`src/rtl/stream_demux_1_n_pkg.sv`:
```
// stream_demux_1_n_pkg: shared mode encodings and width helper for the stream demux
package stream_demux_1_n_pkg;

    localparam logic MODE_SEL = 1'b0;
    localparam logic MODE_RR  = 1'b1;

    // Ceiling log2, used to derive SEL_BITS from CHAN_NUM at instantiation
    function automatic int clog2(input int n);
        int r;
        r = 0;
        while ((1 << r) < n) r++;
        return r;
    endfunction

endpackage

```
`src/rtl/stream_demux_1_n_chan_hold_reg.sv`:
```
// chan_hold_reg: one-entry output holding register with valid flag
module chan_hold_reg #(
    parameter int BITS_NUM = 2
) (
    input  logic                CLK,
    input  logic                RST_N,
    input  logic [BITS_NUM-1:0] data_i,
    input  logic                load_i,
    input  logic                drain_i,
    output logic [BITS_NUM-1:0] data_o,
    output logic                valid_o
);

    logic [BITS_NUM-1:0] data_q, data_d;
    logic                valid_q, valid_d;

    // Load wins over drain so a full slot can be refilled in the drain cycle; data is kept after drain
    always_comb begin
        data_d  = load_i ? data_i : data_q;
        valid_d = load_i ? 1'b1 : (valid_q && drain_i) ? 1'b0 : valid_q;
    end

    // State register, cleared immediately by reset
    always_ff @(posedge CLK or negedge RST_N) begin
        if (!RST_N) begin
            data_q  <= '0;
            valid_q <= 1'b0;
        end else begin
            data_q  <= data_d;
            valid_q <= valid_d;
        end
    end

    assign data_o  = data_q;
    assign valid_o = valid_q;

endmodule

```
`src/rtl/stream_demux_1_n.sv`:
```
// stream_demux_1_n: registered 1-to-N stream demux routed by select or round-robin pointer
module stream_demux_1_n
    import stream_demux_1_n_pkg::*;
#(
    parameter int BITS_NUM = 2,
    parameter int CHAN_NUM = 4,
    parameter int SEL_BITS = 2
) (
    input  logic                         CLK,
    input  logic                         RST_N,
    input  logic [BITS_NUM-1:0]          X,
    input  logic                         X_VALID,
    output logic                         X_READY,
    input  logic [SEL_BITS-1:0]          SEL,
    input  logic                         MODE,
    output logic [CHAN_NUM*BITS_NUM-1:0] Y,
    output logic [CHAN_NUM-1:0]          Y_VALID,
    input  logic [CHAN_NUM-1:0]          Y_READY,
    output logic [SEL_BITS-1:0]          RR_PTR,
    output logic                         ERR
);

    logic [SEL_BITS-1:0] tgt, rr_ptr_q, rr_ptr_d;
    logic                legal, tgt_ready, accept, err_q, err_d;
    logic [CHAN_NUM-1:0] load;

    // Target selection, legality, readiness of the target slot and one-hot load decode
    always_comb begin
        tgt       = (MODE == MODE_RR) ? rr_ptr_q : SEL;
        legal     = 1'b0;
        tgt_ready = 1'b0;
        for (int i = 0; i < CHAN_NUM; i++) begin
            if (tgt == SEL_BITS'(i)) begin
                legal     = 1'b1;
                tgt_ready = !Y_VALID[i] || Y_READY[i];
            end
        end
        accept = X_VALID && tgt_ready;
        for (int i = 0; i < CHAN_NUM; i++) begin
            load[i] = accept && (tgt == SEL_BITS'(i));
        end
    end

    assign X_READY = tgt_ready;

    // Pointer advances only on an accepted RR transfer; illegal select with valid data latches the error
    always_comb begin
        rr_ptr_d = rr_ptr_q;
        if (MODE == MODE_RR && accept) begin
            rr_ptr_d = (rr_ptr_q == SEL_BITS'(CHAN_NUM - 1)) ? '0 : rr_ptr_q + SEL_BITS'(1);
        end
        err_d = err_q || (MODE == MODE_SEL && !legal && X_VALID);
    end

    // Pointer and sticky error registers
    always_ff @(posedge CLK or negedge RST_N) begin
        if (!RST_N) begin
            rr_ptr_q <= '0;
            err_q    <= 1'b0;
        end else begin
            rr_ptr_q <= rr_ptr_d;
            err_q    <= err_d;
        end
    end

    assign RR_PTR = rr_ptr_q;
    assign ERR    = err_q;

    for (genvar c = 0; c < CHAN_NUM; c++) begin : g_chan
        chan_hold_reg #(
            .BITS_NUM(BITS_NUM)
        ) u_hold (
            .CLK    (CLK),
            .RST_N  (RST_N),
            .data_i (X),
            .load_i (load[c]),
            .drain_i(Y_READY[c]),
            .data_o (Y[c*BITS_NUM +: BITS_NUM]),
            .valid_o(Y_VALID[c])
        );
    end

endmodule

```
`config.mk`:
```
export PLATFORM = sky130hd
export DESIGN_NAME = stream_demux_1_n
export DESIGN_NICKNAME = d
export VERILOG_FILES = /design/src/rtl/stream_demux_1_n_pkg.sv /design/src/rtl/stream_demux_1_n_chan_hold_reg.sv /design/src/rtl/stream_demux_1_n.sv
export SDC_FILE = /design/constraint.sdc
export NUM_CORES = 1
export LEC_CHECK = 0
export ABC_AREA = 1
export CAP_MARGIN = 0
export CORE_MARGIN = 1.5
export CORE_UTILIZATION = 46
export CTS_CLUSTER_SIZE = 16
export DETAILED_ROUTE_END_ITERATION = 8
export GPL_TIMING_DRIVEN = 0
export PLACE_DENSITY = 0.85
export SLEW_MARGIN = 40
export SYNTH_ARGS = -nofsm -noshare
export SYNTH_HDL_FRONTEND = slang
export SYNTH_SLANG_ARGS = --single-unit
export TNS_END_PERCENT = 1
```
`constraint.sdc`:
```
create_clock -name CLK -period 2.2 [get_ports CLK]
set_clock_uncertainty 0.15 [all_clocks]
set_input_delay 0.33 -clock CLK [delete_from_list [all_inputs] [get_ports CLK]]
set_output_delay 0.33 -clock CLK [all_outputs]
set_load 0.1 [all_outputs]
```
==> results of run 1 <==
-- worst paths after layout --
path,depth (start not counted),slack (ns),endpoint,from
worst max-delay path,9,0.12,X_READY,SEL[0]
worst min-delay path,1,0.28,g_chan[3].u_hold.data_o[0],RST_N
worst max register to register,10,0.55,RR_PTR[1],RR_PTR[1]
worst min register to register,1,0.31,ERR,ERR
max in group asynchronous,1,1.17,RR_PTR[0],RST_N
min in group CLK,1,0.31,ERR,ERR
-- routing by layer --
metal	up-vias	wire, um	part of all wire [%]
li1	375	-	-
met1	325	806	48
met2	26	763	45
met3	5	86	5.1
met4	0	36	2.1
met5	-	0	0
-- area by class of cell --
cell class | count | area, um^2 | share of cell area, %
Multi-Input combinational cell | 65 | 322 | 30.7
Tap cell | 16 | 20.0 | 1.91
Timing Repair Buffer | 28 | 211 | 20.2
Sequential cell | 15 | 377 | 36.0
Buffer | 7 | 50.0 | 4.78
Clock buffer | 4 | 26.3 | 2.51
Inverter | 11 | 41.3 | 3.94
-- placed cells by master (no fill, tap or decap), drive strengths merged --
| cell type | Yosys | layout |
|---|---|---|
| nand2 | 32 | 32 |
| buf | 6 | 23 |
| dfrtp | 15 | 15 |
| inv | 11 | 11 |
| clkdlybuf4s50 | 0 | 10 |
| nor2 | 9 | 9 |
| nand3 | 9 | 9 |
| nand4 | 8 | 8 |
| o21ai | 6 | 6 |
| clkbuf | 1 | 5 |
| ha | 1 | 1 |
| dlygate4sd2 | 0 | 1 |
-- state kept, by name, indices dropped and copies added, names as in the netlist --
name	flops
g_chan.u_hold.valid_o	4
RR_PTR	2
ERR	1
g_chan.u_hold.data_o	8
-- per-stage QoR --
stage / hold WS [ns] / instance area (um^2) / setup WS, ns / utilization (%) / setup TNS (ns)
after floorplan: -0.116 / 790 / 0.00260 / - / 0
after global placement: 0.291 / 1080 / -1.03 / 69.3 / -1.03
after detailed placement: 0.294 / 1000 / -0.370 / 64.1 / -0.370
after CTS: 0.315 / 1030 / 0.0302 / 66.1 / 0
after global routing: 0.350 / 1050 / 0.0379 / 67.2 / 0
final: 0.281 / 1050 / 0.116 / 67.2 / 0
-- cell families after synthesis --
kind of cell	synth area share, %
AO/OA/AOI/OAI	3.81
adder cells (fa/ha/maj)	1.59
buffers and inverters	11.6
flip-flops	47.6
AND/OR/NAND/NOR	35.4
-- what timing repair did --
item | 4_1_cts | 5_1_grt
endpoints found under the setup margin | 1 | 1
setup buffers | 0 | 1
gates resized for setup | 3 | 2
==> results by group, run 1 <==
Run status
  • Status: finished clean

Timing
  • Max-slew headroom: 57.4%
  • RSZ-0062 raised after global routing: false
  • Final Hold Fails: 0
  • Worst Tran Pin Value: 0.637 ns
  • Final setup viols: 0
  • Slew Viols, Final: 0
  • Fin crit share: 94.7%
  • Max Clk Rate: 0.480 GHz
  • Minimum clock period after layout: 2.08 ns

Worst setup path
  • Worst Path Arrival: 1.60 ns
  • CP Launch Type: input port
  • Slowest stage delay, CP: 0.48 ns
  • Crit path buf inv count: 4
  • CP most frequent cell: nand2_1
  • Kind of critical path: in2out
  • Worst path cell trace: clkdlybuf4s50_1 -> inv_1 -> nand2_1 -> nand2_1 -> nand3_2 -> nand2_2 -> nor2_4 -> buf_6 -> buf_12
  • Max FO, Critical Path: 4
  • Worst path top cell family by delay: buffers and inverters
  • CP max stage cell: clkdlybuf4s50_1
  • WP data required: 1.72 ns
  • Setup crit end kind: primary output

Final layout
  • P&R area growth vs syn: 32.9%
  • Layout cells sized above 1: 26.9%
  • Final std cells w/o fill: 146
  • NumNets Final: 144
  • Fillers: 141
  • Antenna cells: 0

Detailed routing
  • Via/cell ratio: 5.01
  • 1st-iter DRT viols: 24
  • Final wirelength: 1.69 mm
  • DRT antenna net count: 0
  • DR pass1 iterations: 6
  • WL/cell: 11.6 um
  • DR DRC count: 0
  • Vias: 731

Logic synthesis
  • Synth warn: 0
  • Most common cell in the netlist: nand2_1
  • Post-synthesis cell type count: 17
  • Syn nets: 111
  • Synth top area cells: dfrtp_1, nand2_1, nand4_1, inv_1, nand3_1
  • Largest area contributor in the netlist: dfrtp_1
  • Synth Area per Inst: 8.04 um^2
  • Flops & latches, synth: 15
  • Most frequent cells after synthesis: nand2_1, dfrtp_1, inv_1
  • Post-synthesis cell count: 98
  • Top cell type's share of synthesized area: 47.6%
  • Asr flop ratio synth: 100%
  • Seq/Total Area, Yosys: 47.6%
  • Mapped cell area: 788 um^2
  • Number of synthesized flops with an enable pin: 0
  • Main synth FF type: dfrtp_1

Global route
  • First-pass GRT wire length: 2.79 mm
  • Most Crowded Layer GR: met2
  • M2 GR Usage: 31.2%
  • Initial antenna violation count: 0
  • GRT Util Overall: 19.6%
  • Grt total ovfl: 0
  • Met1 usage: 25.8%
  • Vias in the first global route: 677
  • Largest net degree at the start of global routing: 16
  • Met3 track demand over resource: 2.45%

CTS
  • CTS tree: yes
  • Root buffer cell: clkbuf_4
  • Sink Count: 15
  • Clk pin slew, worst setup/hold paths: 0.08 ns
  • Clk buf depth: 2
  • CTS buffer count: 3
  • H-Tree Depth: 1
  • Skew-Pair Late Insertion Delay: 0.28 ns
  • # hold bufs at CTS: 0

Floorplan
  • Die area: 0.00197 mm^2
  • I/O pin total: 28
  • Width of the die: 44.4 um
  • Core area: 0.00156 mm^2
  • Initial Utilization: 50.6%
  • Row cnt: 14
  • DIE HEIGHT: 44.4 um

Placed design
  • Detailed placer's ending HPWL: 1.26 mm
  • Dpl cells: 141
  • I/O Buffers: 27
  • GP Congestion: 0.728

Min path
  • Worst hold-check path type: in2async

Flow run
  • Max_cap viols: 0
Power of run 1 is left out: the tool's default activity adds up to more than one toggle a clock period on the data nets, which glitch-free logic cannot reach.
==> inputs of run 2 (changes only) <==
- CELL_PAD_IN_SITES_DETAIL_PLACEMENT: unset -> 0
- CELL_PAD_IN_SITES_GLOBAL_PLACEMENT: unset -> 1
- CORE_MARGIN: 1.5 -> 5
- CORE_UTILIZATION: 46 -> 33
==> run 2 against run 1 <==
Critical path depth unchanged. Cell count grew 8.2%. Final area is 1.7% higher. Core utilization is 20 points lower. Global-route usage is 8.3 points lower. Fmax decreased by 1.2%. Wire length rose by 4.6%. Setup slack worse by 0.025 ns. Via count down 2.1%. Sequential share of layout area fell by 0.59 points. Non-clock buffer count unchanged.
==> results by group, run 2 (synthesis gave the netlist of run 1 again) <==
CTS
  • H-Tree Depth: 1 (unchanged)
  • CTS tree: yes
  • Root buffer cell: clkbuf_4
  • Sink Count: 15 (unchanged)
  • Clk pin slew, worst setup/hold paths: 0.10 ns (+0.02 ns)
  • CTS buffer count: 3 (unchanged)
  • Clk buf depth: 2 (unchanged)
  • # hold bufs at CTS: 0 (unchanged)
  • Skew-Pair Late Insertion Delay: 0.28 ns (about the same)

Final layout
  • NumNets Final: 144 (unchanged)
  • Commonest non-fill, non-tap cell in the layout: nand2_1
  • Cell area after layout: 0.00106 mm^2 (+1.7%)
  • Most frequent cells in the layout: nand2_1, buf_2, dfrtp_1
  • Max FFs per register: 8 (unchanged)
  • Antenna cells: 0 (unchanged)
  • Util after Layout: 47.2% (-20 points)
  • P&R area growth vs syn: 35.1%
  • Layout cells sized above 1: 27.7% (+0.77 points)

Global route
  • GRT Util Overall: 11.3% (-8.3 points)
  • Vias in the first global route: 701 (+3.5%)
  • Grt total ovfl: 0 (unchanged)
  • Initial antenna violation count: 0 (unchanged)
  • Largest net degree at the start of global routing: 16 (unchanged)
  • First-pass GRT wire length: 2.97 mm (+6.5%)

Floorplan
  • Row cnt: 17 (+3)
  • Initial Utilization: 35.0% (-16 points)
  • DIE HEIGHT: 58.9 um (+33%)
  • Die area: 0.00347 mm^2 (+76%)
  • Core area: 0.00225 mm^2 (+45%)
  • Width of the die: 58.9 um (+33%)
  • I/O pin total: 28 (unchanged)

Detailed routing
  • Final wirelength: 1.77 mm (+4.6%)
  • Via/cell ratio: 4.53 (-9.5%)
  • WL/cell: 11.2 um (-3.3%)
  • DR pass1 iterations: 4 (-2)
  • DRT antenna net count: 0 (unchanged)
  • Vias: 716 (-2.1%)
  • DR DRC count: 0 (unchanged)
  • 1st-iter DRT viols: 9 (-63%)

Worst setup path
  • Setup crit end kind: primary output
  • Kind of critical path: in2out
  • Max FO, Critical Path: 10 (+6)
  • Worst Path Arrival: 1.63 ns (+0.03 ns)
  • WP data required: 1.72 ns (about the same)
  • CP Launch Type: input port

Timing
  • Worst Tran Pin Value: 0.649 ns (+0.0118 ns)
  • Fin crit share: 95.8% (+1.1 points)
  • Final setup viols: 0 (unchanged)
  • Minimum clock period after layout: 2.11 ns (+0.0246 ns)
  • Max-slew headroom: 56.6% (-0.79 points)
  • Slew Viols, Final: 0 (unchanged)
  • Final Hold Fails: 0 (unchanged)
  • Max Clk Rate: 0.474 GHz (-1.2%)

Placed design
  • Placed cell area: 0.00101 mm^2 (+1.5%)
  • GP Congestion: 0.785 (+7.8%)
  • I/O Buffers: 27 (unchanged)
  • Detailed placer's ending HPWL: 1.43 mm (+13%)

Run status
  • Status: finished clean

Min path
  • Worst hold-check path type: in2async

Flow run
  • Max_cap viols: 0 (unchanged)
-- run 2: changes by cell type in the layout (fill, tap and decap cells not counted), sizes merged --
cell	before	now
clkbuf	5	4
clkdlybuf4s15	0	1
clkinv	0	1
dlygate4sd2	1	0
-- run 2: critical path, cell delays in order --
cell	delay (ns)
clkdlybuf4s50_1	0.48
inv_1	0.04
nand2_1	0.05
nand2_1	0.08
nand3_1	0.08
nand2_1	0.08
nor2_4	0.15
buf_6	0.16
buf_12	0.18
-- run 2: per-layer routing --
metal	global-route usage [%]	vias to the layer above	share of wire [%]
met5	0	-	0
met4	6.80	0	1.4
met3	2.41	2	7.2
met2	17.8	20	48
met1	14.0	320	43
li1	-	374	-
-- run 2: layout make-up --
type,count,area [um^2]
Clock inverter,1,5.00
Timing Repair Buffer,28,213
Fill cell,250,1190
Inverter,11,41.3
Tap cell,28,35.0
Sequential cell,15,377
Clock buffer,3,22.5
Multi-Input combinational cell,65,322
Buffer,7,50.0
-- run 2: stage by stage --
step | setup TNS, ns | worst slack (ns) | hold slack, ns | std cells
CTS | 0 | 0.0527 | 0.309 | 157
global route | -0.00306 | -0.00306 | 0.332 | 158
floorplan | 0 | 0.00260 | -0.116 | 98
global placement | -1.07 | -1.07 | 0.291 | 153
finish | 0 | 0.0917 | 0.287 | 158
detailed placement | -0.384 | -0.384 | 0.293 | 153
-- run 2: worst paths after layout --
kind                            from                         end  slack [ns]  cells past startpoint
min in group CLK                 ERR                         ERR        0.31                      1
min                            RST_N  g_chan[2].u_hold.data_o[1]        0.29                      1
min reg2reg                      ERR                         ERR        0.31                      1
max in group asynchronous      RST_N                   RR_PTR[0]        1.16                      1
max reg2reg                RR_PTR[0]  g_chan[0].u_hold.data_o[0]        0.60                      9
max                           SEL[0]                     X_READY        0.09                      9
-- run 2: repair_timing --
action	in CTS	in global routing
pin swaps	0	1
buffers inserted	0	1
setup endpoints to repair	1	1
gates resized for setup	3	3
Power of run 2 is left out for the same reason.
